[config.mk]
export PLATFORM = sky130hd
export DESIGN_NAME = filter_mode_scheduler
export DESIGN_NICKNAME = d
export VERILOG_FILES = /design/src/rtl/filter_mode_scheduler.sv
export SDC_FILE = /design/constraint.sdc
export NUM_CORES = 1
export LEC_CHECK = 0
export BUFFER_PORTS_ARGS = -buffer_cell sky130_fd_sc_hd__buf_2
export CAP_MARGIN = 20
export CORE_MARGIN = 2
export CORE_UTILIZATION = 30
export CTS_CLUSTER_DIAMETER = 150
export DETAILED_ROUTE_END_ITERATION = 16
export HOLD_SLACK_MARGIN = 0.1
export PLACE_DENSITY_LB_ADDON = 0.05
export SYNTH_ARGS = -nofsm -noshare
export SYNTH_HDL_FRONTEND = slang
export SYNTH_SLANG_ARGS = --single-unit
[constraint.sdc]
create_clock -name clk -period 6.3 [get_ports clk]
set_clock_uncertainty 0.15 [all_clocks]
set_input_delay 1.26 -clock clk [delete_from_list [all_inputs] [get_ports clk]]
set_output_delay 1.26 -clock clk [all_outputs]
set_load 0.05 [all_outputs]
[src/rtl/filter_mode_scheduler.sv]
// Filter depth scheduler: picks bypass/LOW/MID/HIGH from the tempo estimate with
// hysteresis, switches only at frame boundaries, and rate-limits beat triggers.
module filter_mode_scheduler #(
  parameter int unsigned LOW_BPM      = 100,
  parameter int unsigned HIGH_BPM     = 140,
  parameter int unsigned HYST         = 4,
  parameter int unsigned MIN_BEAT_GAP = 1000
) (
  input  logic        clk,
  input  logic        reset,
  input  logic        filter_enable,
  input  logic [15:0] bpm_estimate,
  input  logic        bpm_valid,
  input  logic        beat_detected,
  input  logic        frame_start,
  input  logic        anim_busy,
  output logic [1:0]  stage_sel,
  output logic        beat_trigger,
  output logic        mode_changed,
  output logic [7:0]  beats_dropped
);

  typedef enum logic [1:0] {
    BYPASS = 2'd0,
    LOW    = 2'd1,
    MID    = 2'd2,
    HIGH   = 2'd3
  } mode_t;

  localparam logic [16:0] LO_TH   = 17'(LOW_BPM);
  localparam logic [16:0] HI_TH   = 17'(HIGH_BPM);
  localparam logic [16:0] LO_UP   = 17'(LOW_BPM + HYST);
  localparam logic [16:0] LO_DN   = 17'(LOW_BPM - HYST);
  localparam logic [16:0] HI_UP   = 17'(HIGH_BPM + HYST);
  localparam logic [16:0] HI_DN   = 17'(HIGH_BPM - HYST);
  localparam logic [15:0] GAP_LD  = 16'(MIN_BEAT_GAP);

  mode_t       state;
  mode_t       target;
  logic [15:0] bpm_q;
  logic [15:0] gap_cnt;
  logic        pending;
  logic [16:0] bpm_x;
  logic        eligible;
  logic        drop_beat;

  assign stage_sel = state;
  assign bpm_x     = {1'b0, bpm_q};

  always_comb begin
    target = state;
    if (!filter_enable) begin
      target = BYPASS;
    end else begin
      unique case (state)
        BYPASS: target = (bpm_x < LO_TH) ? LOW : (bpm_x < HI_TH) ? MID : HIGH;
        LOW:    target = (bpm_x >= HI_UP) ? HIGH : (bpm_x >= LO_UP) ? MID : LOW;
        MID:    target = (bpm_x < LO_DN) ? LOW : (bpm_x >= HI_UP) ? HIGH : MID;
        HIGH:   target = (bpm_x < LO_DN) ? LOW : (bpm_x < HI_DN) ? MID : HIGH;
        default: target = BYPASS;
      endcase
    end
  end

  // A pending beat in HIGH is consumed by the issuing trigger rather than dropped.
  assign eligible  = (beat_detected || pending) && (state == MID || state == HIGH)
                     && !anim_busy && (gap_cnt == '0);
  assign drop_beat = beat_detected && !eligible
                     && ((state == MID) || (state == HIGH && pending));

  always_ff @(posedge clk) begin
    if (reset) begin
      state         <= BYPASS;
      bpm_q         <= '0;
      gap_cnt       <= '0;
      pending       <= 1'b0;
      beat_trigger  <= 1'b0;
      mode_changed  <= 1'b0;
      beats_dropped <= '0;
    end else begin
      if (bpm_valid) bpm_q <= bpm_estimate;

      mode_changed <= 1'b0;
      if (frame_start) begin
        state        <= target;
        mode_changed <= (target != state);
      end

      beat_trigger <= eligible;
      if (eligible)            gap_cnt <= GAP_LD;
      else if (gap_cnt != '0)  gap_cnt <= gap_cnt - 16'd1;

      if (frame_start && target != state)                 pending <= 1'b0;
      else if (eligible)                                  pending <= 1'b0;
      else if (beat_detected && state == HIGH && !pending) pending <= 1'b1;

      if (drop_beat && beats_dropped != '1) beats_dropped <= beats_dropped + 8'd1;
    end
  end

endmodule

==> impl_metrics.yaml <==
die:
  die_y_um: 88.1
  dieArea_sq_mm: 0.00775
  pin_count: 35
  start_util_pct: 31.0
  die_w_um: 88.1
  fp-row-count: 30
  fp.coreArea_sq_mm: 0.00683
cells_and_area:
  drive_gt1_share_pct: 21.4
  area_growth_pct: 17.4
  fin_area_sq_mm: 0.00249
  nets: 286
  post-route-util_pct: 36.4
  finalNonFillerCells: 358
  diodes: 0
detailed_routing:
  via_per_inst: 4.98
  drt_pass1_iterations: 4
  routedWlPerCell_um: 13.5
  dr_total_vias: 1784
  drc: 0
  antenna_left: 0
  drt_wl_total_um: 4820
  drt-initial-drc-count: 76
setup_path:
  worstPathArrival_ns: 2.66
  worst-setup-path-type: "reg -> reg"
  critPathMaxFanout: 10
  r2r_start: "gap_cnt[0]"
  rr_endpoint: "beats_dropped[1]"
  start_kind: "register"
  r2r_cells: 7
  worstPathRequired_ns: 6.31
  cp-end-kind: "register"
  r2r_slack_ns: 3.65
min_path:
  min_to: "gap_cnt[15]"
  hold_path.class: "reg -> reg"
  hp-start: "gap_cnt[15]"
  min_path_cells: 2
placement:
  post-place-cells: 350
  portBuffers: 32
  hpwlAfterDp_um: 3370
  place_area_sq_mm: 0.00237
  gp_congestion: 0.727
yosys:
  synth_nets: 256
  async_reset_ff_share_pct: 0
  synth_ff_type: "dfxtp_1"
  synth.area.top_cells: "dfxtp_1 41%, mux2i_1 8.0%, nor2_1 7.1%"
  synth_edf_count: 0
  avgSynthCellArea_sq_um: 9.18
  synthTopCellsByCount: "43 x dfxtp_1, 40 x nor2_1, 17 x mux2i_1, 12 x nand2_1, 9 x clkbuf_1"
  synth_warnings: 0
  synthCells: 231
  synth_top_area_cell: "dfxtp_1"
  synth.most_common_cell: "dfxtp_1"
  ys_ff_latch: 43
  synth_area_sq_mm: 0.00212
  synth.top_cell.area_share_pct: 40.6
  netlist-cell-type-count: 54
  ys_seq_area_share_pct: 40.6
clock_tree:
  clockRootBuffer: "clkbuf_8"
  cts-resized-gates: 0
  cts_tree: "yes"
  clk_pin_slew_worst_paths_ns: 0.08
  clockBufferDepth: 2
  clk_latency_ns: 0.29
  cts_hold_buffers: 0
  htree_levels: 2
  post_cts_buffers: 0
  cts.sinks: 43
  cts_buffers: 5
pwr:
  p_per_area_mw_per_mm2: 377
  p_leak_nw: 1.03
  peakVddDrop_mv: 0.130
global_routing:
  grt_pass1_wl_um: 8060
  grt_overflow: 0
  grt.total_usage_pct: 13.1
  grt_pass1_vias: 1685
  antenna_found_initial: 0
  grt_max_degree: 35
timing:
  setup_viol: 0
  post-route-period-util_pct: 42.1
  period_needed_ns: 2.65
  maxSlewHeadroom_pct: 55.6
  slew_viol_final: 0
  worstMarginPinSlew_ns: 0.666
  rsz0062_at_grt: "no"
  hold_viol: 0
  fmax_mhz: 377
  finalSetupTns_ns: 0
run_status:
  status: "finished, final reports clean"
run:
  cap_viol_max_count: 0
-- state kept, by name, summed over array words and instances, names as in the netlist --
signal,count
gap_cnt,16
beats_dropped,8
beat_trigger,1
mode_changed,1
bpm_q,14
pending,1
stage_sel,2
-- critical path: stages, from the launching register on --
cell and delay, ns:
dfxtp_1 0.33, inv_1 0.09, ha_1 0.19, nor4b_1 0.44, nand4_1 0.48, o21ai_2 0.55, mux2i_1 0.23, nor2_1 0.05
-- power by group --
part | total [mW] | switching (mW) | internal (mW)
clock network | 0.230 | 0.0995 | 0.131
logic | 0.335 | 0.189 | 0.146
registers | 0.372 | 0.0536 | 0.319
total | 0.938 | 0.342 | 0.595
-- cell type report --
class | count | area (sq um)
timing repair buffer | 32 | 160
clock buffer | 6 | 82.6
clock inverter | 2 | 38.8
fill | 746 | 4340
tap | 96 | 120
sequential | 43 | 861
inverter | 7 | 26.3
multi-input combinational | 172 | 1200
-- through the flow --
step | power (mW) | hold slack (ns) | worst slack (ns)
finish | 0.938 | 0.339 | 3.65
global route | 1.01 | 0.371 | 3.28
CTS | 0.954 | 0.347 | 3.62
detailed placement | 0.717 | 0.326 | 3.45
global placement | 0.717 | 0.323 | 3.43
floorplan | 0.646 | 0.302 | 3.77
-- cell usage in the layout, fill, tap and decap left out, drive strengths merged, types with 5 or more instances in the layout --
cell type  instances
a211oi             6
a21oi              5
buf               32
clkbuf             6
dfxtp             43
inv                8
mux2i             17
nand2             12
nand3              5
nor2              40
nor3               7
nor4               8
o31a               5
or4                6
xnor2              5
-- routing by layer --
metal | GRT usage [%] | routed length [um] | up-vias
met5 | 0 | 0 | -
met4 | 4.41 | 29 | 0
met3 | 3.11 | 172 | 2
met2 | 20.2 | 2080 | 25
met1 | 18.2 | 2540 | 844
li1 | - | - | 913
-- how the worst max path moves through the flow --
stage | startpoint | endpoint | slack, ns | cells past startpoint
finish | gap_cnt[0] | beats_dropped[1] | 3.65 | 7
global placement | reset | gap_cnt[1] | 3.43 | 4
floorplan | beat_detected | beats_dropped[3] | 3.77 | 4
global route | gap_cnt[0] | gap_cnt[8] | 3.28 | 7
CTS | gap_cnt[0] | gap_cnt[9] | 3.62 | 7
detailed placement | reset | gap_cnt[1] | 3.45 | 4
-- kinds of logic after synthesis --
logic type / Yosys count / synth area share [%]
simple gates: 101 / 26.7
compound gates: 43 / 16.9
flops: 43 / 40.6
mux: 17 / 8.03
buf+inv: 16 / 2.83
xor+xnor: 9 / 3.72
fa+ha+maj: 2 / 1.18
Note: power is estimated with default switching activity, not from simulation.
